===== config.mk =====
export PLATFORM = sky130hd
export DESIGN_NAME = wm_block_blend
export DESIGN_NICKNAME = d
export VERILOG_FILES = /design/src/rtl/wm_pkg.sv /design/src/rtl/wm_block_buf.sv /design/src/rtl/wm_block_blend.sv
export SDC_FILE = /design/constraint.sdc
export NUM_CORES = 2
export LEC_CHECK = 0
export ABC_AREA = 1
export BUFFER_PORTS_ARGS = -buffer_cell sky130_fd_sc_hd__buf_2
export CAP_MARGIN = 20
export CORE_MARGIN = 2
export CORE_UTILIZATION = 40
export CTS_BUF_LIST = sky130_fd_sc_hd__clkbuf_4 sky130_fd_sc_hd__clkbuf_8
export CTS_CLUSTER_SIZE = 12
export DETAILED_ROUTE_END_ITERATION = 6
export PLACE_DENSITY = 0.65
export SLEW_MARGIN = 20
export SYNTH_ARGS = -nofsm -noshare
export SYNTH_HDL_FRONTEND = slang
export SYNTH_HIERARCHICAL = 1
export SYNTH_SLANG_ARGS = --single-unit

===== constraint.sdc =====
create_clock -name clk -period 5 [get_ports clk]
set_input_delay 0.25 -clock clk [delete_from_list [all_inputs] [get_ports clk]]
set_output_delay 0.25 -clock clk [all_outputs]
set_load 0.05 [all_outputs]

===== src/rtl/wm_pkg.sv =====
// Shared types, defaults and sizing helpers for the watermark block-blend engine.
package wm_pkg;

  typedef enum logic [1:0] {
    ST_IDLE   = 2'd0,
    ST_FILL   = 2'd1,
    ST_DECIDE = 2'd2,
    ST_DRAIN  = 2'd3
  } state_t;

  localparam int unsigned DATA_DEPTH_DEF = 8;
  localparam int unsigned COEF_FRAC_DEF  = 7;

  // Largest representable pixel value for a given bit depth.
  function automatic int unsigned pix_max(input int unsigned depth);
    return (32'd1 << depth) - 32'd1;
  endfunction

  // Address width needed to index one max-size block of pairs.
  function automatic int unsigned block_idx_w(input int unsigned max_block);
    return (max_block < 2) ? 1 : $clog2(max_block * max_block);
  endfunction

endpackage


===== src/rtl/wm_block_buf.sv =====
// Block pair buffer: simple dual-port RAM, synchronous write, registered read.
module wm_block_buf #(
  parameter int unsigned Depth = 64,
  parameter int unsigned Aw    = 6,
  parameter int unsigned Dw    = 16
) (
  input  logic          clk,
  input  logic          wr_en,
  input  logic [Aw-1:0] wr_addr,
  input  logic [Dw-1:0] wr_data,
  input  logic          rd_en,
  input  logic [Aw-1:0] rd_addr,
  output logic [Dw-1:0] rd_data
);

  logic [Dw-1:0] mem [Depth];

  always_ff @(posedge clk) begin
    if (wr_en) mem[wr_addr] <= wr_data;
    if (rd_en) rd_data <= mem[rd_addr];
  end

endmodule


===== src/rtl/wm_block_blend.sv =====
// Per-block edge/flat classification and alpha*Ip + beta*Iw blending.
// Optional edge-block counter port enabled by defining WM_BLEND_STATS_EN.
module wm_block_blend
  import wm_pkg::*;
#(
  parameter int unsigned Data_Depth     = DATA_DEPTH_DEF,
  parameter int unsigned Max_Block      = 8,
  parameter int unsigned Coef_Frac      = COEF_FRAC_DEF,
  parameter int unsigned Max_Image_Size = 10
) (
  input  logic                      clk,
  input  logic                      rst,
  input  logic                      start,
  input  logic [3:0]                cfg_m,
  input  logic [Max_Image_Size-1:0] cfg_nblocks,
  input  logic [Data_Depth-1:0]     cfg_bthr,
  input  logic [Data_Depth-1:0]     cfg_amin,
  input  logic [Data_Depth-1:0]     cfg_amax,
  input  logic [Data_Depth-1:0]     cfg_bmin,
  input  logic [Data_Depth-1:0]     cfg_bmax,
  input  logic                      in_valid,
  output logic                      in_ready,
  input  logic [Data_Depth-1:0]     in_primary,
  input  logic [Data_Depth-1:0]     in_wm,
  output logic                      out_valid,
  input  logic                      out_ready,
  output logic [Data_Depth-1:0]     out_pixel,
  output logic                      busy,
`ifdef WM_BLEND_STATS_EN
  output logic [Max_Image_Size-1:0] edge_count,
  output logic                      image_done
`else
  output logic                      image_done
`endif
);

  localparam int unsigned Aw    = block_idx_w(Max_Block);
  localparam int unsigned Cw    = Aw + 1;
  localparam int unsigned Depth = Max_Block * Max_Block;
  localparam int unsigned Pw    = 2 * Data_Depth;
  localparam int unsigned Sw    = Pw + 1;
  localparam logic [3:0]  MaxM  = 4'(Max_Block);
  localparam logic [Sw-1:0] Sat = Sw'(pix_max(Data_Depth));

  state_t state, state_nx;

  logic [Cw-1:0]             n_r, in_cnt, rd_cnt, out_cnt;
  logic [Max_Image_Size-1:0] nblocks_r, block_cnt;
  logic [Data_Depth-1:0]     bthr_r, amin_r, amax_r, bmin_r, bmax_r;
  logic [Data_Depth-1:0]     min_r, max_r, alpha, beta;
  logic [3:0]                m_c;
  logic                      start_ok, acc_in, acc_out, adv, issue;
  logic                      blk_end, img_end, edge_c;
  logic                      v_rd, v_s1;
  logic [Pw-1:0]             rd_data, prod_a, prod_b;
  logic [Sw-1:0]             sum_c, shift_c;

  assign acc_in  = in_valid & in_ready;
  assign acc_out = out_valid & out_ready;
  assign adv     = ~out_valid | out_ready;
  assign edge_c  = (max_r - min_r) > bthr_r;
  assign m_c     = (cfg_m == 4'd0) ? 4'd1 : ((cfg_m > MaxM) ? MaxM : cfg_m);

  // State register
  always_ff @(posedge clk or posedge rst) begin
    if (rst) state <= ST_IDLE;
    else     state <= state_nx;
  end

  // Next-state logic
  always_comb begin
    state_nx = state;
    case (state)
      ST_IDLE:   if (start && cfg_nblocks != '0) state_nx = ST_FILL;
      ST_FILL:   if (acc_in && in_cnt == n_r - Cw'(1)) state_nx = ST_DECIDE;
      ST_DECIDE: state_nx = ST_DRAIN;
      ST_DRAIN:  if (blk_end) state_nx = img_end ? ST_IDLE : ST_FILL;
      default:   state_nx = ST_IDLE;
    endcase
  end

  // FSM control outputs
  always_comb begin
    start_ok = 1'b0;
    issue    = 1'b0;
    blk_end  = 1'b0;
    img_end  = 1'b0;
    case (state)
      ST_IDLE:   start_ok = start;
      ST_DECIDE: issue = adv && (rd_cnt < n_r);
      ST_DRAIN: begin
        issue   = adv && (rd_cnt < n_r);
        blk_end = acc_out && (out_cnt == n_r - Cw'(1));
        img_end = blk_end && ((block_cnt + Max_Image_Size'(1)) == nblocks_r);
      end
      default: ;
    endcase
  end

  always_ff @(posedge clk or posedge rst) begin
    if (rst) begin
      in_ready <= 1'b0;
      busy     <= 1'b0;
    end else begin
      in_ready <= (state_nx == ST_FILL);
      busy     <= (state_nx != ST_IDLE);
    end
  end

  // Image configuration, block counters and range tracking
  always_ff @(posedge clk or posedge rst) begin
    if (rst) begin
      n_r <= '0; nblocks_r <= '0; block_cnt <= '0;
      bthr_r <= '0; amin_r <= '0; amax_r <= '0; bmin_r <= '0; bmax_r <= '0;
      in_cnt <= '0; rd_cnt <= '0; out_cnt <= '0;
      min_r <= '0; max_r <= '0; alpha <= '0; beta <= '0;
      image_done <= 1'b0;
    end else begin
      if (start_ok) begin
        n_r        <= Cw'(m_c) * Cw'(m_c);
        nblocks_r  <= cfg_nblocks;
        bthr_r     <= cfg_bthr;
        amin_r     <= cfg_amin;
        amax_r     <= cfg_amax;
        bmin_r     <= cfg_bmin;
        bmax_r     <= cfg_bmax;
        block_cnt  <= '0;
        image_done <= (cfg_nblocks == '0);
      end else if (img_end) begin
        image_done <= 1'b1;
      end
      if (acc_in) begin
        in_cnt <= in_cnt + Cw'(1);
        if (in_cnt == '0 || in_primary < min_r) min_r <= in_primary;
        if (in_cnt == '0 || in_primary > max_r) max_r <= in_primary;
      end
      if (issue)   rd_cnt  <= rd_cnt + Cw'(1);
      if (acc_out) out_cnt <= out_cnt + Cw'(1);
      if (state == ST_DECIDE) begin
        alpha <= edge_c ? amax_r : amin_r;
        beta  <= edge_c ? bmin_r : bmax_r;
      end
      if (blk_end) begin
        in_cnt    <= '0;
        rd_cnt    <= '0;
        out_cnt   <= '0;
        block_cnt <= block_cnt + Max_Image_Size'(1);
      end
    end
  end

`ifdef WM_BLEND_STATS_EN
  always_ff @(posedge clk or posedge rst) begin
    if (rst)                              edge_count <= '0;
    else if (start_ok)                    edge_count <= '0;
    else if (state == ST_DECIDE && edge_c) edge_count <= edge_count + Max_Image_Size'(1);
  end
`endif

  wm_block_buf #(
    .Depth (Depth),
    .Aw    (Aw),
    .Dw    (Pw)
  ) u_buf (
    .clk     (clk),
    .wr_en   (acc_in),
    .wr_addr (in_cnt[Aw-1:0]),
    .wr_data ({in_primary, in_wm}),
    .rd_en   (issue),
    .rd_addr (rd_cnt[Aw-1:0]),
    .rd_data (rd_data)
  );

  assign sum_c   = Sw'(prod_a) + Sw'(prod_b);
  assign shift_c = sum_c >> Coef_Frac;

  // Read -> multiply -> add/shift/saturate; whole pipe stalls on a held output
  always_ff @(posedge clk or posedge rst) begin
    if (rst) begin
      v_rd      <= 1'b0;
      v_s1      <= 1'b0;
      out_valid <= 1'b0;
      prod_a    <= '0;
      prod_b    <= '0;
      out_pixel <= '0;
    end else if (adv) begin
      v_rd      <= issue;
      v_s1      <= v_rd;
      out_valid <= v_s1;
      if (v_rd) begin
        prod_a <= alpha * rd_data[Pw-1:Data_Depth];
        prod_b <= beta * rd_data[Data_Depth-1:0];
      end
      if (v_s1) out_pixel <= (shift_c > Sat) ? Data_Depth'(Sat) : Data_Depth'(shift_c);
    end
  end

endmodule


==> results.json <==
{
  "status": "complete, no violations",
  "fin_ws_ps": 630,
  "final_cell_mix": "1833 x nand2_1, 1040 x edfxtp_1, 950 x nand3_1, 358 x inv_1, 196 x clkbuf_8",
  "fin_setup_tns_ps": 0,
  "hold_violations": 0,
  "die_h_um": 378,
  "worst_slew_pin_slew_ps": 1080,
  "maxSlewHeadroom": 0.279,
  "clockBufferDepth": 3,
  "synth_warnings": 6,
  "critPathMaxFanout": 8,
  "grt_use_total": 0.200,
  "area_growth_pct": 12.3,
  "finalSetupViolCount": 0,
  "clock_skew_ps": 64.3,
  "synth_cell_types": 50,
  "cp.buffers_inverters": 4,
  "clock-root-buffer": "clkbuf_8",
  "fmax_mhz": 229,
  "crit_cells": 18,
  "ant_nets": 0,
  "port-buffer-count": 86,
  "max_stage_delay_ps": 550,
  "drv_cap": 0,
  "hold_slack_ps": 48.7,
  "grt_pass1_vias": 37100,
  "io_pins": 87,
  "cts_resized": 0,
  "dp_slack_ps": 663,
  "n_fill_cell": 12800,
  "period_share": 0.874,
  "ir_worst_vdd_mv": 0.375,
  "cp_cell_sequence": "nand2_1, inv_1, fa_1, fa_1, inv_1, fa_1, fa_1, inv_1, ha_1, nand2_1, o21ai_1, a21oi_1, o21ai_1, a21oi_1, inv_1, nand2_1, nand3_1, nand2_1",
  "seq_area_frac_synth": 0.633,
  "clkLatencyLatePin_ps": 950,
  "rsz0062_at_grt": "false",
  "vias": 39100,
  "place.gp.congestion": 0.839,
  "drtPass1Iterations": 6,
  "reg2regPathDepth": 18,
  "drc_errors": 0,
  "htreeDepth": 4,
  "clock-sinks": 1207,
  "syn_area_um2": 56000,
  "grt_pass1_wl_um": 218000,
  "layout_commonest_cell": "nand2_1",
  "drive_gt1_frac": 0.0995,
  "worstPathRequired_ps": 5790,
  "cp-start-kind": "register",
  "wl_per_cell_um": 19.0,
  "nNetsFinal": 5826,
  "cts_setup_buffers": 0,
  "drv_slew": 0,
  "cp-end-kind": "register",
  "critPathTopFamily": "adder cells",
  "whs_path_depth": 2,
  "cts_tree": "built",
  "antenna_found_initial": 4,
  "start_util": 0.402,
  "globalRouteOverflowTotal": 0,
  "synth.avg_cell_area_um2": 10.5,
  "p_leak_nw": 26.0,
  "routed_wl_um": 144000,
  "cts_buffers": 191,
  "grt_max_degree": 196,
  "totalPowerFinal_w": 0.0327,
  "clk_pin_slew_ps": 60,
  "die_area_um2": 143000,
  "post-route-min-period_ps": 4370,
  "power_density_nw_per_um2": 521,
  "worstPathArrival_ps": 5160,
  "synth_seq_cells": 1207,
  "hold_class": "primary input to register",
  "coreArea_um2": 139000,
  "drt_iter0_drc": 4108,
  "dp_hpwl_um": 85400,
  "cpMaxStageDelayCell": "fa_1",
  "synth_cells": 5353,
  "drt-vias-per-instance": 5.15,
  "row_count": 137,
  "die_w_um": 378,
  "worstSetupPathType": "register to register"
}
metal layers:
layer  up-vias  routed length (µm)  GRT usage
met5         -                  13          0
met3       251               10100     0.0335
met4         2                4640     0.0795
li1      18500                   -          -
met1     18900               60500      0.266
met2      1377               69200      0.326
final cells by class:
| type | instances | area, µm² | area share |
|---|---|---|---|
| sequential | 1207 | 35400 | 0.564 |
| multi-input combinational | 3494 | 17600 | 0.279 |
| clock buffer | 260 | 3180 | 0.0506 |
| tap | 1876 | 2350 | 0.0374 |
| timing repair buffer | 285 | 2230 | 0.0354 |
| inverter | 367 | 1410 | 0.0225 |
| clock inverter | 88 | 686 | 0.0109 |
| antenna | 6 | 15.0 | 0.000239 |
repair_timing:
item / 4_1_cts / 5_1_grt
setup endpoints to repair: 0 / 0
hold buffers: 76 / 0
hold endpoints to repair: 387 / 0
registers in the layout, summed over array words and instances (netlist names), 10 cells and up:
signal,count
u_buf/mem,1024
block_cnt,10
prod_a,16
u_buf/rd_data,16
nblocks_r,10
prod_b,16
synthesized netlist by cell type, drive strengths merged:
library cell | count | share of area
a211oi | 1 | 0.00013
clkbuf | 62 | 0.0042
a21oi | 95 | 0.0085
fa | 74 | 0.026
o21bai | 6 | 0.00080
nand4 | 26 | 0.0030
nor3b | 2 | 0.00027
xnor3 | 2 | 0.00083
conb | 1 | 0.000067
nand3 | 951 | 0.085
a22o | 1 | 0.00016
buf | 224 | 0.026
and3 | 1 | 0.00011
nand3b | 5 | 0.00067
o21a | 3 | 0.00040
edfxtp | 1040 | 0.56
a21o | 9 | 0.0012
nor2 | 151 | 0.011
nor3 | 16 | 0.0015
o31ai | 1 | 0.00013
o211ai | 1 | 0.00013
dfrtp | 167 | 0.075
a31oi | 12 | 0.0013
inv | 366 | 0.025
or2 | 10 | 0.0012
ha | 131 | 0.029
o21ai | 104 | 0.0094
xnor2 | 16 | 0.0025
nor4 | 13 | 0.0015
nand2 | 1838 | 0.12
xor2 | 23 | 0.0036
clkinv | 1 | 0.000067
worst paths after layout:
check / start / to / slack (ps)
worst min-delay path: in_wm[6] / u_buf/mem[0][6] / 50
worst max register to register: u_buf/rd_data[4] / prod_b[13] / 630
worst min register to register: amax_r[3] / amax_r[3] / 470
max in group asynchronous: rst / bthr_r[1] / 3250
min in group asynchronous: rst / bmax_r[6] / 620
worst max-delay path: u_buf/rd_data[4] / prod_b[13] / 630
logic make-up (layout without fill, tap and decap cells):
logic type / after synthesis / after routing / synth area share
adder cells (fa/ha/maj): 205 / 205 / 0.0557
AO/OA/AOI/OAI: 233 / 233 / 0.0222
buffers and inverters: 653 / 1000 / 0.0548
AND/OR/NAND/NOR: 3013 / 3013 / 0.228
XOR/XNOR: 41 / 41 / 0.00693
flip-flops: 1207 / 1207 / 0.633
other: 1 / 8 / 0.0000670
where the power goes:
| group | internal, W | switching [W] | total, W |
|---|---|---|---|
| Clock | 0.00449 | 0.00401 | 0.00850 |
| Sequential | 0.0116 | 0.000809 | 0.0124 |
| Combinational | 0.00341 | 0.00843 | 0.0118 |
stage by stage:
| step | cell area, µm² | util | std cells |
|---|---|---|---|
| after global placement | 58200 | 0.418 | 7153 |
| after floorplan | 56000 | - | 5354 |
| after CTS | 62800 | 0.451 | 7577 |
| after detailed placement | 58200 | 0.418 | 7153 |
| final | 62800 | 0.452 | 7583 |
| after global routing | 62800 | 0.451 | 7580 |
Power figures use the tool's default switching activity.
